<file path="config.mk">
export PLATFORM = sky130hd
export DESIGN_NAME = aes256_enc_axi_master
export DESIGN_NICKNAME = d
export VERILOG_FILES = /design/src/rtl/aes256_enc_axi_master.sv
export SDC_FILE = /design/constraint.sdc
export NUM_CORES = 1
export LEC_CHECK = 0
export ABC_AREA = 1
export CORE_ASPECT_RATIO = 1.75
export CORE_UTILIZATION = 42
export CTS_CLUSTER_SIZE = 40
export DETAILED_ROUTE_END_ITERATION = 12
export MAX_ROUTING_LAYER = met4
export PLACE_DENSITY = 0.86
export SLEW_MARGIN = 20
export SYNTH_ARGS = -nofsm -noshare
export SYNTH_HDL_FRONTEND = slang
export SYNTH_SLANG_ARGS = --single-unit
</file>
<file path="constraint.sdc">
create_clock -name clk -period 1.7 [get_ports clk]
set_input_delay 0.34 -clock clk [delete_from_list [all_inputs] [get_ports clk]]
set_output_delay 0.34 -clock clk [all_outputs]
set_load 0.03 [all_outputs]
</file>
<file path="src/rtl/aes256_enc_axi_master.sv">
// Host-side driver for the AES-256 core's AXI-style slave port: four data beats, a start
// control write, then a watchdog-bounded wait for the ciphertext response.
module aes256_enc_axi_master #(
  parameter logic [31:0] CTRL_START = 32'h0000_0001,
  parameter int unsigned TIMEOUT    = 1024
) (
  input  logic         clk,
  input  logic         resetn,
  input  logic         start,
  input  logic [127:0] block_in,
  output logic         busy,
  output logic         done,
  output logic         err,
  output logic [127:0] block_out,
  output logic         dataIn_AXI_valid,
  output logic         addr,
  output logic [31:0]  wdata,
  input  logic         slaveRd,
  output logic         masterRecDataRd,
  input  logic         dataOut_AXI_valid,
  input  logic [127:0] outAES
);

  localparam int unsigned WdW = $clog2(TIMEOUT);
  localparam logic [WdW-1:0] WdLast = WdW'(TIMEOUT - 1);

  localparam logic [2:0] IDLE     = 3'd0;
  localparam logic [2:0] DATA     = 3'd1;
  localparam logic [2:0] CTRL     = 3'd2;
  localparam logic [2:0] WAIT_RES = 3'd3;
  localparam logic [2:0] DONE     = 3'd4;

  logic [2:0]     state_q, state_d;
  logic [1:0]     cnt_q, cnt_d;
  logic [127:0]   blk_q, blk_d;
  logic [WdW-1:0] wd_q, wd_d;
  logic           err_q, err_d;
  logic [127:0]   bout_q, bout_d;
  logic           busy_q, busy_d;
  logic           done_q, done_d;
  logic           valid_q, valid_d;
  logic           addr_q, addr_d;
  logic [31:0]    wdata_q, wdata_d;
  logic           rec_q, rec_d;
  logic           xfer;

  assign xfer = valid_q & slaveRd;

  always_comb begin
    state_d = state_q;
    cnt_d   = cnt_q;
    blk_d   = blk_q;
    wd_d    = wd_q;
    err_d   = err_q;
    bout_d  = bout_q;
    case (state_q)
      IDLE: begin
        if (start) begin
          blk_d   = block_in;
          err_d   = 1'b0;
          cnt_d   = 2'd0;
          state_d = DATA;
        end
      end
      DATA: begin
        if (xfer) begin
          cnt_d = cnt_q + 2'd1;
          if (cnt_q == 2'd3) begin
            state_d = CTRL;
          end
        end
      end
      CTRL: begin
        if (xfer) begin
          wd_d    = '0;
          state_d = WAIT_RES;
        end
      end
      WAIT_RES: begin
        // A response on the watchdog's last cycle still counts as success.
        if (dataOut_AXI_valid) begin
          bout_d  = outAES;
          state_d = DONE;
        end else if (wd_q == WdLast) begin
          err_d   = 1'b1;
          state_d = DONE;
        end else begin
          wd_d = wd_q + WdW'(1);
        end
      end
      DONE:    state_d = IDLE;
      default: state_d = IDLE;
    endcase
  end

  // Outputs are registered from next-state values so they change only on clock edges.
  always_comb begin
    busy_d  = (state_d != IDLE);
    done_d  = (state_d == DONE);
    valid_d = (state_d == DATA) || (state_d == CTRL);
    rec_d   = (state_d == WAIT_RES);
    addr_d  = (state_d != CTRL);
    wdata_d = '0;
    if (state_d == CTRL) begin
      wdata_d = CTRL_START;
    end else if (state_d == DATA) begin
      unique case (cnt_d)
        2'd0: wdata_d = blk_d[127:96];
        2'd1: wdata_d = blk_d[95:64];
        2'd2: wdata_d = blk_d[63:32];
        2'd3: wdata_d = blk_d[31:0];
      endcase
    end
  end

  always_ff @(posedge clk or negedge resetn) begin
    if (!resetn) begin
      state_q <= IDLE;
      cnt_q   <= '0;
      blk_q   <= '0;
      wd_q    <= '0;
      err_q   <= 1'b0;
      bout_q  <= '0;
      busy_q  <= 1'b0;
      done_q  <= 1'b0;
      valid_q <= 1'b0;
      addr_q  <= 1'b1;
      wdata_q <= '0;
      rec_q   <= 1'b0;
    end else begin
      state_q <= state_d;
      cnt_q   <= cnt_d;
      blk_q   <= blk_d;
      wd_q    <= wd_d;
      err_q   <= err_d;
      bout_q  <= bout_d;
      busy_q  <= busy_d;
      done_q  <= done_d;
      valid_q <= valid_d;
      addr_q  <= addr_d;
      wdata_q <= wdata_d;
      rec_q   <= rec_d;
    end
  end

  assign busy             = busy_q;
  assign done             = done_q;
  assign err              = err_q;
  assign block_out        = bout_q;
  assign dataIn_AXI_valid = valid_q;
  assign addr             = addr_q;
  assign wdata            = wdata_q;
  assign masterRecDataRd  = rec_q;

endmodule
</file>
Word level (Yosys, flattened, before mapping) --
Index checks and enable logic that the tools add are counted.
Operators by class: $add $sub $neg 2, eq/ne operators 18, multiplexer cells 23, bitwise gates (word level) 1, reduce and logical (&&, ||, !) cells 9
Operator list (number):
- 128-bit two-way mux | 2
- 32-bit one-hot mux with 4 select lines | 1
- 32-bit two-way mux | 2
- 10-bit two-way mux | 3
- 10-bit one-hot mux with 2 select lines | 1
- 3-bit two-way mux | 6
- 3-bit by 2-bit equality test with 1-bit output, second input constant | 4
- 3-bit one-hot mux with 4 select lines | 1
- 10-bit by 1-bit adder with 10-bit output, second input constant | 1
- 10-bit equality test, second input constant | 1
- 2-bit != test, second input constant | 5
- 4-bit AND reduction | 2
- 2-bit equality test, second input constant | 3
- 3-bit by 1-bit equality test with 1-bit output, second input constant | 2
- 2-bit two-way mux | 2
- 2-bit one-hot mux with 2 select lines | 1
- 2-bit nonzero test | 2
- 3-bit equality test, second input constant | 1
- 3-bit logical NOT | 1
- 1-bit two-way mux | 3
- 3-bit by 2-bit != test with 1-bit output, second input constant | 1
- 3-bit nonzero test | 1
- 2-bit by 1-bit adder with 2-bit output, second input constant | 1
- 2-bit by 1-bit equality test with 1-bit output, second input constant | 1
- 5 further kinds | 5
Storage, ports and cells: bits in registers 309, bits of input ports 261, logic and storage cells 65

Longest topological paths before layout --
depth in word-level cells 7, gate-level depth with buffers 12, gate-level depth less buffers 11

Worst setup path after synthesis --
Ideal clock, no wire load.
path kind register to register, start register valid_q (netlist: dataIn_AXI_valid), end register wdata_q[22] (netlist: wdata[22]), data arrival time 1601 ps, required time 1628 ps, path slack 28 ps, cell stages (with the launch flop) 10, buffers on the path 1, path through dfrtp_1 nand2_1 inv_1 nand3_1 nand2_1 nand2_1 nand2_1 clkbuf_1 o21ai_0 nor2_1
On the way: longest elaborated chain between the ends 7, elaborated cells on any way between the ends 15, classes of those cells eq/ne: 5; mux: 8; bitwise: 1; reduce/logical: 1
Ends and longest elaborated chain:
- start: declaration | RTL line 41 | logic valid_q, valid_d;
- start signal: assignment | RTL line 139 | valid_q <= valid_d;
- 1-bit AND (*) | RTL line 47 | assign xfer = valid_q & slaveRd;
- 2-bit two-way mux | RTL line 66 | if (xfer) begin
- 2-bit one-hot mux with 2 select lines | RTL line 56 | case (state_q)
- 2-bit equality test, or another cell as far along | RTL line 107 | unique case (cnt_d)
- 32-bit one-hot mux with 4 select lines | RTL line 107
- 32-bit two-way mux | RTL line 106 | end else if (state_d == DATA) begin
- 32-bit two-way mux (*) | RTL line 104 | if (state_d == CTRL) begin
- named net wdata_d[22] | RTL line 43 | logic [31:0] wdata_q, wdata_d;
- end signal: assignment | RTL line 141 | wdata_q <= wdata_d;
- end: declaration | RTL line 43
The timed path passes the listed nets; every way through them passes the cells marked *. A chain may end at the register's enable or synchronous reset.

Final worst setup path --
start register cnt_q[0], end register wdata_q[17] (netlist: wdata[17])
On the way: longest elaborated chain between the ends 7, elaborated cells on any way between the ends 17, classes of those cells add/sub: 1; eq/ne: 6; mux: 9; reduce/logical: 1
Ends and longest elaborated chain:
- start: declaration | RTL line 34 | logic [1:0] cnt_q, cnt_d;
- start signal: assignment | RTL line 132 | cnt_q <= cnt_d;
- 2-bit by 1-bit adder with 2-bit output / 2-bit equality test (equally long branches) | RTL line 67, 68
- 2-bit two-way mux / 3-bit two-way mux (equally long branches) | RTL line 66, 68
- 2-bit one-hot mux with 2 select lines / 3-bit two-way mux (equally long branches) | RTL line 56, 66
- 2-bit equality test, or another cell as far along | RTL line 107
- 32-bit one-hot mux with 4 select lines / 3-bit by 1-bit equality test with 1-bit output (equally long branches) | RTL line 107, 106
- 32-bit two-way mux | RTL line 106
- 32-bit two-way mux (*) | RTL line 104
- named net wdata_d[17] | RTL line 43
Marked as above.

==> qor.log <==
[routing] number of violations reported at the end of detailed-routing iteration 0 746
[global_routing] total gr overflow 0
[yosys] Ys Warns 0
[global_routing] via count of the first global-routing pass 12100
[placed_design] Final Wtd Congestion 0.9074
[yosys] Netlist cell types 33
[floorplanning] row count 84
[critical_path] Worst R2R End wdata[17]$_DFF_PN0_
[routing] Vias/cell 5.138
[run_status] result of the run finished with violations
[placed_design] PortBufs 426
[pwr] power density relative to cell area 2042 nW/um^2
[critical_path] Crit. Startpoint cnt_q[0]$_DFF_PN0_
[min_path] type of the tightest min-delay check input pin to asynchronous set/reset pin
[final_layout] Area growth syn-to-layout 58.93%
[flow_run] number of max-cap violations 0
[pwr] sum of internal, switching and leakage power 41.33 mW
[sta] period utilisation layout 1.126
[placed_design] post-place instance area 18210 um^2
[sta] endpoints failing hold 0
[clock_tree] clk sinks 309
[sta] Final min period 1914 ps
[global_routing] initial antenna violation count 16
[global_routing] wire length of the first global-routing pass 67470 um
[clock_tree] maximum level of the CTS H-tree 1
[routing] wire length per cell 20.30 um
[final_layout] number of nets in the layout 2087
[pwr] worst-case vdd ir drop 0.001389 V
[clock_tree] clock latency at the later pin of the worst-skew pair 560 ps
[routing] DRC viols 1
[clock_tree] TritonCTS Buffers 28
[routing] Final ANT Viol Nets 0
[clock_tree] master cell of the clock root buffer sky130_fd_sc_hd__clkbuf_16
[sta] unrepaired setup endpoints after global routing true
[critical_path] Crit path arrival time 2390 ps
[yosys] count leader, synth sky130_fd_sc_hd__nand2_1
[final_layout] final design instance area without fill 20250 um^2
[critical_path] critical path capture point wdata[17]$_DFF_PN0_
[routing] Final Routed Wirelength 45580 um
[critical_path] crit path launch type register
[yosys] count of mapped cells out of synthesis 1289
[yosys] cell accounting for the most synthesized area sky130_fd_sc_hd__dfrtp_1
[critical_path] startpoint of the lowest-slack register-to-register path cnt_q[0]$_DFF_PN0_
[routing] via count of the routed design 11540
[critical_path] highest fanout seen on the critical path 8
[sta] Pins Over Slew Limit 0
[floorplanning] die width 133.7 um
[yosys] ranking of synthesized cells by instance count 495 x sky130_fd_sc_hd__nand2_1, 308 x sky130_fd_sc_hd__dfrtp_1, 109 x sky130_fd_sc_hd__mux2_2, 75 x sky130_fd_sc_hd__nor2_1, 68 x sky130_fd_sc_hd__nand3_1
[yosys] Seq cells post-synth 309
[sta] headroom to the max-slew limit 0.4820
[global_routing] pin count of the biggest net entering global routing 64
[critical_path] Crit Path Class register to register
[yosys] number of synthesized flops with an enable pin 0
[global_routing] total track usage 0.2978
[clock_tree] clock transition time at the flip-flop clock pins of the worst setup and hold paths 70 ps
[yosys] area of the mapped netlist 12740 um^2
[final_layout] number of fill cells in the layout 2135
[critical_path] logic depth of the worst register-to-register path 11
[placed_design] detailed-placement wirelength estimate 30410 um
[floorplanning] starting density of the core 0.4253
[sta] post-route worst setup slack -214.3 ps
[yosys] Post-Synthesis Net Count 1552
[clock_tree] maximum count of clock buffers along a single path 3
[critical_path] worst-case register-to-register setup slack -210 ps
[clock_tree] CTS tree done
[floorplanning] area enclosed by the die boundary 31060 um^2
[yosys] top cells by area in the synthesized netlist sky130_fd_sc_hd__dfrtp_1 60%, sky130_fd_sc_hd__nand2_1 15%, sky130_fd_sc_hd__mux2_2 9.6%
[critical_path] sort of element at the end of the critical path register
[sta] Clock Skews 17.02 ps
[sta] maximum operating frequency 522.4 MHz
[yosys] post-synthesis average cell area 9.883 um^2
[pwr] leakage component of the power 10.19 nW
[routing] drt first pass iters 12
[sta] Least-Margin Pin Slew 774.6 ps
[yosys] share of the synthesized area in the top cell type 0.6050
[yosys] Seq/Total Area, Yosys 0.6071
[critical_path] Req. time, crit path 2170 ps
[floorplanning] number of I/O pins 427
[yosys] share of flip-flops with an asynchronous set or reset after synthesis 1.000
[floorplanning] Core Region 29950 um^2
[floorplanning] die boundary height 232.4 um
[sta] setup violation total in the final timing report 43
[run_status] failing checks DRC, setup timing
[final_layout] proportion of layout cells with a drive suffix above 1 0.2231
[yosys] prevailing post-synth register cell sky130_fd_sc_hd__dfrtp_1
-- worst min path at each step --
stage | from | endpoint | slack [ps] | depth (start not counted)
floorplan | resetn | blk_q[0]$_DFF_PN0_ | 40 | 0
global placement | resetn | wdata[12]$_DFF_PN0_ | 270 | 1
CTS | resetn | cnt_q[1]$_DFF_PN0_ | 280 | 2
global route | resetn | blk_q[12]$_DFF_PN0_ | 320 | 2
finish | resetn | blk_q[12]$_DFF_PN0_ | 290 | 2
detailed placement | resetn | blk_q[44]$_DFF_PN0_ | 270 | 1
-- layer usage --
| metal | GRT usage | share of wire | vias up |
|---|---|---|---|
| met5 | - | 0 | - |
| met4 | 0.1989 | 0.067 | 0 |
| met3 | 0.06950 | 0.079 | 158 |
| met2 | 0.5363 | 0.54 | 660 |
| met1 | 0.2777 | 0.32 | 5503 |
| li1 | - | - | 5214 |
-- where the power goes --
part | switching (mW) | internal, mW
sequential | 1.43 | 10.7
clock | 2.80 | 3.88
combinational | 13.3 | 9.25
total | 17.5 | 23.8
-- state kept, by name (all words and copies together), names as in the netlist --
signal,count
blk_q,128
block_out,128
wdata,32
wd_q,10
state_q,3
cnt_q,2
addr,1
busy,1
dataIn_AXI_valid,1
done,1
err,1
masterRecDataRd,1
-- timing repair --
| action | 4_1_cts | 5_1_grt |
|---|---|---|
| gates cloned | 20 | 3 |
| hold buffers | 1 | 0 |
| pin swaps | 34 | 40 |
| gates resized for setup | 295 | 110 |
| endpoints found under the setup margin | 327 | 137 |
| buffers inserted | 14 | 8 |
| endpoints found under the hold margin | 32 | 0 |
-- per-stage QoR --
step	worst slack, ps	utilization	hold WS (ps)	cells	TNS, ps
global placement	-424.7	0.6079	269.7	2139	-40220
CTS	-196.1	0.6658	280.9	2222	-4782
floorplan	27.56	-	44.41	1289	0
detailed placement	-497.5	0.6079	272.3	2139	-47530
global route	-286.0	0.6759	317.0	2245	-9626
finish	-214.3	0.6759	290.3	2245	-4756
-- critical path: stages (launching register included) --
cell and delay, ps:
sky130_fd_sc_hd__dfrtp_1 380, sky130_fd_sc_hd__ha_1 290, sky130_fd_sc_hd__nand3_1 80, sky130_fd_sc_hd__nand2_1 80
sky130_fd_sc_hd__nand2_2 110, sky130_fd_sc_hd__nand2_8 90, sky130_fd_sc_hd__nor2_4 260, sky130_fd_sc_hd__buf_12 210
sky130_fd_sc_hd__nand2_4 70, sky130_fd_sc_hd__nand2_4 70, sky130_fd_sc_hd__nor2_4 50, sky130_fd_sc_hd__nor2_2 130
-- cells by family after synthesis --
| kind of cell | Yosys count | share of synthesized area |
|---|---|---|
| flops | 309 | 0.6071 |
| compound gates | 73 | 0.02937 |
| buf+inv | 115 | 0.04076 |
| xor+xnor | 3 | 0.002063 |
| fa+ha+maj | 2 | 0.001964 |
| simple gates | 659 | 0.2057 |
| mux | 128 | 0.1131 |
-- area by class of cell --
type	instances	area (um^2)	share of cell area
sequential	309	7734	0.3820
clock inverter	11	161.4	0.007972
inverter	48	202.7	0.01001
timing repair buffer	570	5912	0.2920
clock buffer	37	795.8	0.03930
tap	387	484.2	0.02392
antenna	16	40.04	0.001978
multi-input combinational	867	4917	0.2429
-- placed cells by master (no fill, tap or decap), types with 7 or more instances in the layout --
master	instances
sky130_fd_sc_hd__nand2_4	12
sky130_fd_sc_hd__buf_4	84
sky130_fd_sc_hd__mux2_2	109
sky130_fd_sc_hd__buf_12	24
sky130_fd_sc_hd__clkbuf_16	32
sky130_fd_sc_hd__nor2_1	66
sky130_fd_sc_hd__dlygate4sd2_1	108
sky130_fd_sc_hd__o21ai_0	25
sky130_fd_sc_hd__nand3_2	13
sky130_fd_sc_hd__nand2_2	28
sky130_fd_sc_hd__o21ai_1	25
sky130_fd_sc_hd__clkinv_2	7
sky130_fd_sc_hd__nand3_1	55
sky130_fd_sc_hd__diode_2	16
sky130_fd_sc_hd__a21oi_1	11
sky130_fd_sc_hd__clkdlybuf4s15_1	41
sky130_fd_sc_hd__nand2_1	456
sky130_fd_sc_hd__buf_6	19
sky130_fd_sc_hd__buf_16	13
sky130_fd_sc_hd__inv_1	41
sky130_fd_sc_hd__mux2_1	17
sky130_fd_sc_hd__dfrtp_1	308
sky130_fd_sc_hd__clkdlybuf4s50_1	259
(Power assumes the default switching activity.)
